File: src/rtl/uart_tx_arbiter.sv
// Round-robin arbiter that lets NUM_REQ byte producers share one uart_tx.
// Grants in IDLE, holds tx_start until the transmitter goes busy, then waits for it to finish.
module uart_tx_arbiter #(
  parameter int NUM_REQ        = 4,
  parameter int ACCEPT_TIMEOUT = 16,
  localparam int IDW = (NUM_REQ > 1) ? $clog2(NUM_REQ) : 1,
  localparam int CW  = $clog2(ACCEPT_TIMEOUT + 1)
) (
  input  logic                   clk,
  input  logic                   rst_n,
  input  logic [NUM_REQ-1:0]     req_valid,
  input  logic [8*NUM_REQ-1:0]   req_data,
  output logic [NUM_REQ-1:0]     req_ready,
  output logic                   tx_start,
  output logic [7:0]             tx_data,
  input  logic                   tx_busy,
  output logic [IDW-1:0]         grant_id,
  output logic                   busy,
  output logic                   done,
  output logic                   err_timeout
);

  typedef enum logic [1:0] {IDLE, START, WAIT_DONE} state_t;

  state_t               state_reg, state_next;
  logic [IDW-1:0]       ptr_reg, ptr_next;
  logic [CW-1:0]        cnt_reg, cnt_next;
  logic                 tx_start_reg, tx_start_next;
  logic [7:0]           tx_data_reg, tx_data_next;
  logic [IDW-1:0]       grant_id_reg, grant_id_next;
  logic [NUM_REQ-1:0]   req_ready_reg, req_ready_next;
  logic                 busy_reg, busy_next;
  logic                 done_reg, done_next;
  logic                 err_timeout_reg, err_timeout_next;

  logic [7:0]           req_byte [NUM_REQ];
  logic                 win_found;
  logic [IDW-1:0]       win_idx;

  genvar gi;
  generate
    for (gi = 0; gi < NUM_REQ; gi++) begin : g_byte
      assign req_byte[gi] = req_data[8*gi +: 8];
    end
  endgenerate

  // Search starts one past the last grant and wraps, so the first hit is the round-robin winner.
  always_comb begin
    int cand;
    cand      = 0;
    win_found = 1'b0;
    win_idx   = '0;
    for (int i = 1; i <= NUM_REQ; i++) begin
      cand = (int'(ptr_reg) + i) % NUM_REQ;
      if (!win_found && req_valid[IDW'(cand)]) begin
        win_found = 1'b1;
        win_idx   = IDW'(cand);
      end
    end
  end

  always_comb begin
    state_next       = state_reg;
    ptr_next         = ptr_reg;
    cnt_next         = cnt_reg;
    tx_start_next    = tx_start_reg;
    tx_data_next     = tx_data_reg;
    grant_id_next    = grant_id_reg;
    req_ready_next   = '0;
    done_next        = 1'b0;
    err_timeout_next = 1'b0;

    case (state_reg)
      IDLE: begin
        if (win_found) begin
          state_next              = START;
          tx_data_next            = req_byte[win_idx];
          grant_id_next           = win_idx;
          ptr_next                = win_idx;
          req_ready_next[win_idx] = 1'b1;
          tx_start_next           = 1'b1;
          cnt_next                = '0;
        end
      end
      START: begin
        if (tx_busy) begin
          tx_start_next = 1'b0;
          cnt_next      = '0;
          state_next    = WAIT_DONE;
        end else if (cnt_reg == CW'(ACCEPT_TIMEOUT - 1)) begin
          // ACCEPT_TIMEOUT cycles of tx_start with no acceptance: give the slot up.
          tx_start_next    = 1'b0;
          err_timeout_next = 1'b1;
          cnt_next         = '0;
          state_next       = IDLE;
        end else begin
          cnt_next = cnt_reg + CW'(1);
        end
      end
      WAIT_DONE: begin
        if (!tx_busy) begin
          done_next  = 1'b1;
          state_next = IDLE;
        end
      end
      default: begin
        tx_start_next = 1'b0;
        state_next    = IDLE;
      end
    endcase

    busy_next = (state_next != IDLE);
  end

  always_ff @(posedge clk or negedge rst_n) begin
    if (!rst_n) begin
      state_reg       <= IDLE;
      ptr_reg         <= IDW'(NUM_REQ - 1);
      cnt_reg         <= '0;
      tx_start_reg    <= 1'b0;
      tx_data_reg     <= '0;
      grant_id_reg    <= '0;
      req_ready_reg   <= '0;
      busy_reg        <= 1'b0;
      done_reg        <= 1'b0;
      err_timeout_reg <= 1'b0;
    end else begin
      state_reg       <= state_next;
      ptr_reg         <= ptr_next;
      cnt_reg         <= cnt_next;
      tx_start_reg    <= tx_start_next;
      tx_data_reg     <= tx_data_next;
      grant_id_reg    <= grant_id_next;
      req_ready_reg   <= req_ready_next;
      busy_reg        <= busy_next;
      done_reg        <= done_next;
      err_timeout_reg <= err_timeout_next;
    end
  end

  assign req_ready   = req_ready_reg;
  assign tx_start    = tx_start_reg;
  assign tx_data     = tx_data_reg;
  assign grant_id    = grant_id_reg;
  assign busy        = busy_reg;
  assign done        = done_reg;
  assign err_timeout = err_timeout_reg;

endmodule

File: config.mk
export PLATFORM = sky130hd
export DESIGN_NAME = uart_tx_arbiter
export DESIGN_NICKNAME = d
export VERILOG_FILES = /design/src/rtl/uart_tx_arbiter.sv
export SDC_FILE = /design/constraint.sdc
export NUM_CORES = 1
export LEC_CHECK = 0
export ABC_CLOCK_PERIOD_IN_PS = 1900
export BUFFER_PORTS_ARGS = -buffer_cell sky130_fd_sc_hd__buf_4
export CAP_MARGIN = 0
export CORE_ASPECT_RATIO = 0.8
export CORE_MARGIN = 2
export CORE_UTILIZATION = 47
export CTS_CLUSTER_DIAMETER = 30
export DETAILED_ROUTE_END_ITERATION = 10
export PLACE_DENSITY_LB_ADDON = 0.12
export SYNTH_ARGS = -nofsm -noshare
export SYNTH_HDL_FRONTEND = slang
export SYNTH_SLANG_ARGS = --single-unit
File: constraint.sdc
create_clock -name clk -period 1.9 [get_ports clk]
set_input_delay 0 -clock clk [delete_from_list [all_inputs] [get_ports clk]]
set_output_delay 0 -clock clk [all_outputs]
set_load 0.01 [all_outputs]
=== Yosys cells after proc, flatten, opt, wreduce, memory -nomap -nowiden ===
Index checks and enable logic that the tools add are counted.

* Bitwise gates (word level): 2
* Reduce and logical (&&, ||, !) cells: 13
* $add $sub $neg: 5
* Mux-type cells: 45
* Equality and inequality tests: 5
* $lt $le $gt $ge: 7

{| class="wikitable"
|+ Operators by type and width
! operator !! number
|-
| two-way mux 1 bit || 21
|-
| binary-select mux 8 bit (select 2 bit) || 1
|-
| < comparator 2 x 4 -> 1 bit (second input constant) || 4
|-
| two-way mux 2 bit || 8
|-
| two-way mux 8 bit || 2
|-
| two-way mux 5 bit || 3
|-
| one-hot mux 5 bit (2 select lines) || 1
|-
| binary-select mux 1 bit (select 2 bit) || 4
|-
| two-way mux 4 bit || 2
|-
| one-hot mux 2 bit (3 select lines) || 1
|-
| adder 5 x 1 -> 5 bit (second input constant) || 1
|-
| equality test 5 x 4 -> 1 bit (second input constant) || 1
|-
| adder 2 x 1 -> 2 bit (second input constant) || 2
|-
| adder 2 bit (second input constant) || 2
|-
| logical AND 1 bit || 4
|-
| AND reduction 2 bit || 2
|-
| nonzero test 2 bit || 2
|-
| greater-or-equal comparator 3 bit (second input constant) || 1
|-
| zero test 1 bit || 3
|-
| < comparator 2 x 3 -> 1 bit (second input constant) || 1
|-
| inequality test 3 bit (second input constant) || 1
|-
| inverter 2 -> 3 bit || 1
|-
| one-hot mux 1 bit (3 select lines) || 1
|-
| AND reduction 3 bit || 1
|-
| 7 further kinds || 7
|}

* Input bits: 39
* Output and inout port bits: 18
* Bits in registers: 27
* Logic and storage cells: 87

=== Depth between registers and ports, before layout ===
* Depth in word-level cells: 20
* Depth in mapped cells: 8
* Gate-level depth less buffers: 6

=== Least setup slack after synthesis ===
OpenSTA, ideal clock, no wires.

* Kind: reg-to-reg
* Start: reg ptr_reg[0]
* End: reg tx_data_reg[3] (netlist: tx_data[3])
* Stages on the path, launching flop included: 9
* Buffers on the path: 3
* Setup time: 141 ps
* Arrival time: 1,610 ps
* Required time: 1,759 ps
* Slack: 150 ps
* Period minus slack after synthesis: 1,750 ps
* Cells stage by stage: dfstp_2 nand2b_1 a21o_1 buf_2 and3_1 buf_6 buf_12 mux2i_1 a211oi_2

* Longest elaborated chain between the ends: 18
* Elaborated cells between the ends (all ways): 35
* Those cells by class: add/sub: 4; mux: 23; bitwise: 1; reduce/logical: 7

{| class="wikitable"
|+ RTL lines
! what !! RTL line !! RTL
|-
| start: declaration || 26 || <nowiki>logic [IDW-1:0] ptr_reg, ptr_next;</nowiki>
|-
| start signal: assignment || 118 || <nowiki>ptr_reg <= IDW'(NUM_REQ - 1);</nowiki>
|-
| start signal: assignment || 129 || <nowiki>ptr_reg <= ptr_next;</nowiki>
|-
| adder 2 x 1 -> 2 bit || 54 || <nowiki>cand = (int'(ptr_reg) + i) % NUM_REQ;</nowiki>
|-
| binary-select mux 1 bit (select 2 bit) || 55 || <nowiki>if (!win_found && req_valid[IDW'(cand)]) begin</nowiki>
|-
| two-way mux 1 bit (not written as such) (2 in a row) || 55 ||
|-
| two-way mux 1 bit || 55 ||
|-
| zero test 1 bit || 55 ||
|-
| logical AND 1 bit || 55 ||
|-
| two-way mux 1 bit || 55 ||
|-
| zero test 1 bit || 55 ||
|-
| logical AND 1 bit || 55 ||
|-
| two-way mux 1 bit || 55 ||
|-
| zero test 1 bit || 55 ||
|-
| logical AND 1 bit || 55 ||
|-
| two-way mux 2 bit || 55 ||
|-
| inverter 2 -> 3 bit (not written as such) || 77 || <nowiki>tx_data_next = req_byte[win_idx];</nowiki>
|-
| binary-select mux 8 bit (select 2 bit) || 77 ||
|-
| two-way mux 8 bit (not written as such) (2 in a row) || 77 ||
|-
| end signal: assignment || 132 || <nowiki>tx_data_reg <= tx_data_next;</nowiki>
|-
| end: declaration || 29 || <nowiki>logic [7:0] tx_data_reg, tx_data_next;</nowiki>
|}

Several ways; a longest one is shown, not always the timed one. The select of a mux whose other input is x is not followed.
A chain may end at the register's enable or synchronous reset.

=== Final worst setup path ===
* Start: reg cnt_reg[0]
* End: reg busy_reg (netlist: busy)

* Longest elaborated chain between the ends: 5

{| class="wikitable"
|+ RTL lines
! what !! RTL line !! RTL
|-
| start: declaration || 27 || <nowiki>logic [CW-1:0] cnt_reg, cnt_next;</nowiki>
|-
| start signal: assignment || 130 || <nowiki>cnt_reg <= cnt_next;</nowiki>
|-
| equality test 5 x 4 -> 1 bit || 90 || <nowiki>end else if (cnt_reg == CW'(ACCEPT_TIMEOUT - 1)) begin</nowiki>
|-
| two-way mux 2 bit || 90 ||
|-
| two-way mux 2 bit || 86 || <nowiki>if (tx_busy) begin</nowiki>
|-
| one-hot mux 2 bit (3 select lines) || 73 || <nowiki>case (state_reg)</nowiki>
|-
| via state_next[0] || 25 || <nowiki>state_t state_reg, state_next;</nowiki>
|-
| nonzero test 2 bit || 112 || <nowiki>busy_next = (state_next != IDLE);</nowiki>
|-
| via busy_next || 32 || <nowiki>logic busy_reg, busy_next;</nowiki>
|-
| end signal: assignment || 135 || <nowiki>busy_reg <= busy_next;</nowiki>
|-
| end: declaration || 32 ||
|}

The timed path passes the listed nets, and every way through them passes these cells.

==> results.md <==
- Post-synth EDFFs: 0
- Initial antenna violation count: 0
- GP Congestion: approximately 0.89
- Vias in the first global route: 1276
- Final Core Density: 0.700
- Final Setup Violations: 0
- Nets: approximately 250
- DRC Markers: 0
- Vias: between 1000 and 1500
- Clock Sinks: 27
- Worst Path Arrival: 1.91 ns
- CP peak stage delay: between 0.4 and 0.5 ns
- Kind of critical path: reg -> reg
- Area grow syn2layout: 38.7%
- Worst path required time: 2.06 ns
- ANT nets after route: 0
- Mapped cell area: 0.00142 sq mm
- Switch share: 0.392
- Total Die Area: around 0.0035 sq mm
- Synth area leaders: dfrtp_1 (44%), a211oi_1 (6.4%), mux2i_1 (5.7%)
- CORE AREA: 0.00281 sq mm
- Netlist cell types: 33
- Register area share after synthesis: 0.479
- Total CTS buffers: 3
- Sequential share of power: 0.368
- Crit path cell chain: ha_1, nand3_1, o21ai_0, nand2_1, or2_2
- First-iteration detailed-routing DRC count: 55
- CTS tree: done
- Port Buf Inserts: 56
- Post-synth ARST share: 1.00
- Top_reg_cell synth: dfrtp_1
- Synth Net Count: between 150 and 200
- Average wire per standard cell: 13.5 um
- Skew final: 0.00244 ns
- Router iterations before antenna repair: 4
- Worst-Margin Slew: 0.593 ns
- H-tree Lvls: 1
- Hold/Removal Path Class: in -> reg
- Internal Pwr Total: between 1500 and 2000 uW
- Commonest cells after routing, fill and taps aside: buf_4 (61), dfrtp_1 (25), nor2_1 (15)
- F_max: between 500 and 600 MHz
- Final period utilization: 0.924
- First-pass GRT wire length: 5740 um
- Status: finished clean
- Max Cap Viol: 0
- Combinational share of power: 0.513
- Post-DP HPWL: 2600 um
- Clk pwr share: 0.119
- Commonest non-fill, non-tap cell in the layout: buf_4
- Leakage: 0.000976 uW
- Pwr dens: 1360 mW/mm^2
- PostCTS Resize Cnt: 0
- Post-synth top area cell: dfrtp_1
- NetSw: 1050 uW
- Cells after Synth: approximately 150
- Critical path capture point type: flip-flop
- Largest register FFs: 8
- Largest net degree at the start of global routing: 28
- CTS root buf: clkbuf_8
- Relative max-transition margin: 0.602
- Total Routing Usage GR: 0.215
- CTS clk-pin slew, worst paths: about 0.09 ns
- Ys Warns: 0
- Row count: 17
- Crit Path Max Fanout: 5
- Worst-Skew Late Latency: 0.27 ns
- Die height: 53.1 um
- Final min period: roughly 1.8 ns
- Critical-path top delay cell: o21ai_0
- Hold Path Stages: 3
- Post-CTS Setup Repair Bufs: 0
- Vias/cell: around 5.1
- RSZ-0062 raised after global routing: false
- Slew Limit Fails: 0
- Share of cells above drive strength 1: 0.365
- Diodes inserted: 0
- Clk buf depth: 2
- Layout Cells excl Fill: 246
- Initial Util: 0.504
- Synth Register Bits: 27
- Final WL: roughly 3300 um
- CP Launch Type: flip-flop
- Die width: 65.4 um
- R2r worst-path depth: 5
- Yosys top cell area share: 0.442
- Aggregate global routing overflow: 0
- Peak VDD IR: 0.000881 V
- Sum Neg Setup Slack: 0 ns
- Post-placement cell count: 240
- Ports: 57
- Hold buffer count at cts: 2
- Hold Violations, Final: 0
- Syn Area/Cell: 9.77 sq um
## cell families (layout without fill, tap and decap cells)
group	Yosys count	in the layout	share of synthesized area
muxes	8	8	0.0565
buffers and inverters	17	80	0.0627
AOI/OAI and AO/OA	44	44	0.222
and+or+nand+nor	47	47	0.165
xor gates and xnor gates	1	1	0.00618
DFF	27	27	0.479
adders and majority gates	1	1	0.00883
## critical path: cells and delay by family (launching register included)
family,cells,cell delay [ns]
compound gates,1,0.48
fa+ha+maj,1,0.21
flops,1,0.41
simple gates,3,0.55
## cells in the mapped netlist, types with 2 or more instances
| library cell | instances |
|---|---|
| a21oi_1 | 3 |
| dfrtp_1 | 25 |
| a21o_1 | 2 |
| o21ai_0 | 10 |
| a211oi_1 | 12 |
| nand2b_1 | 3 |
| nand2_1 | 11 |
| nor3_1 | 2 |
| mux2i_1 | 8 |
| nor2_1 | 15 |
| nor2b_1 | 2 |
| nor3b_1 | 2 |
| a31oi_1 | 9 |
| clkbuf_1 | 2 |
| dfstp_2 | 2 |
| a211oi_2 | 4 |
| or2_2 | 2 |
| inv_1 | 12 |
| and2_1 | 4 |
| or3_1 | 2 |
## per-stage QoR
step	setup WS, ns	cell area [sq um]	hold slack [ns]	power [uW]
finish	0.144	1960	0.0616	2670
global route	0.0324	1960	0.0819	2890
CTS	0.168	1960	0.0630	2700
detailed placement	0.169	1900	-0.0657	2370
global placement	0.224	1900	-0.0677	2320
floorplan	0.150	1420	-0.296	1820
## power by group through the flow
| stage | clock network (uW) | logic [uW] | registers, uW |
|---|---|---|---|
| 2_1_floorplan | 0 | 792 | 1030 |
| 3_3_place_gp | 0 | 1340 | 977 |
| 3_5_place_dp | 0 | 1380 | 995 |
| 4_1_cts | 326 | 1380 | 986 |
| 5_1_grt | 347 | 1530 | 1020 |
| 6_report | 317 | 1370 | 984 |
## metal layers
metal	global-route usage	vias up	share of wire
met3	0.0489	0	0.046
met2	0.366	30	0.48
met1	0.292	585	0.48
met4	0.0208	0	0
met5	0	-	0
li1	-	641	-
## layout make-up
type | instances | area [sq um]
Fill cell | 247 | 843
Sequential cell | 27 | 678
Tap cell | 38 | 47.5
Multi-Input combinational cell | 101 | 649
Inverter | 12 | 45.0
Timing Repair Buffer | 64 | 498
Clock buffer | 3 | 41.3
Clock inverter | 1 | 5.00
## final timing paths
check / from / slack [ns] / end
max in group asynchronous: rst_n / 1.42 / ptr_reg[0]$_DFFE_PN1P_
worst min-delay path: req_data[29] / 0.06 / tx_data[5]$_DFFE_PN0P_
worst max-delay path: cnt_reg[0]$_DFFE_PN0P_ / 0.14 / busy$_DFF_PN0_
min in group asynchronous: rst_n / 0.17 / done$_DFF_PN0_
worst min register to register: cnt_reg[4]$_DFFE_PN0P_ / 0.46 / err_timeout$_DFF_PN0_
worst max register to register: cnt_reg[0]$_DFFE_PN0P_ / 0.14 / busy$_DFF_PN0_
No activity file was read; power rests on OpenSTA's default activity.
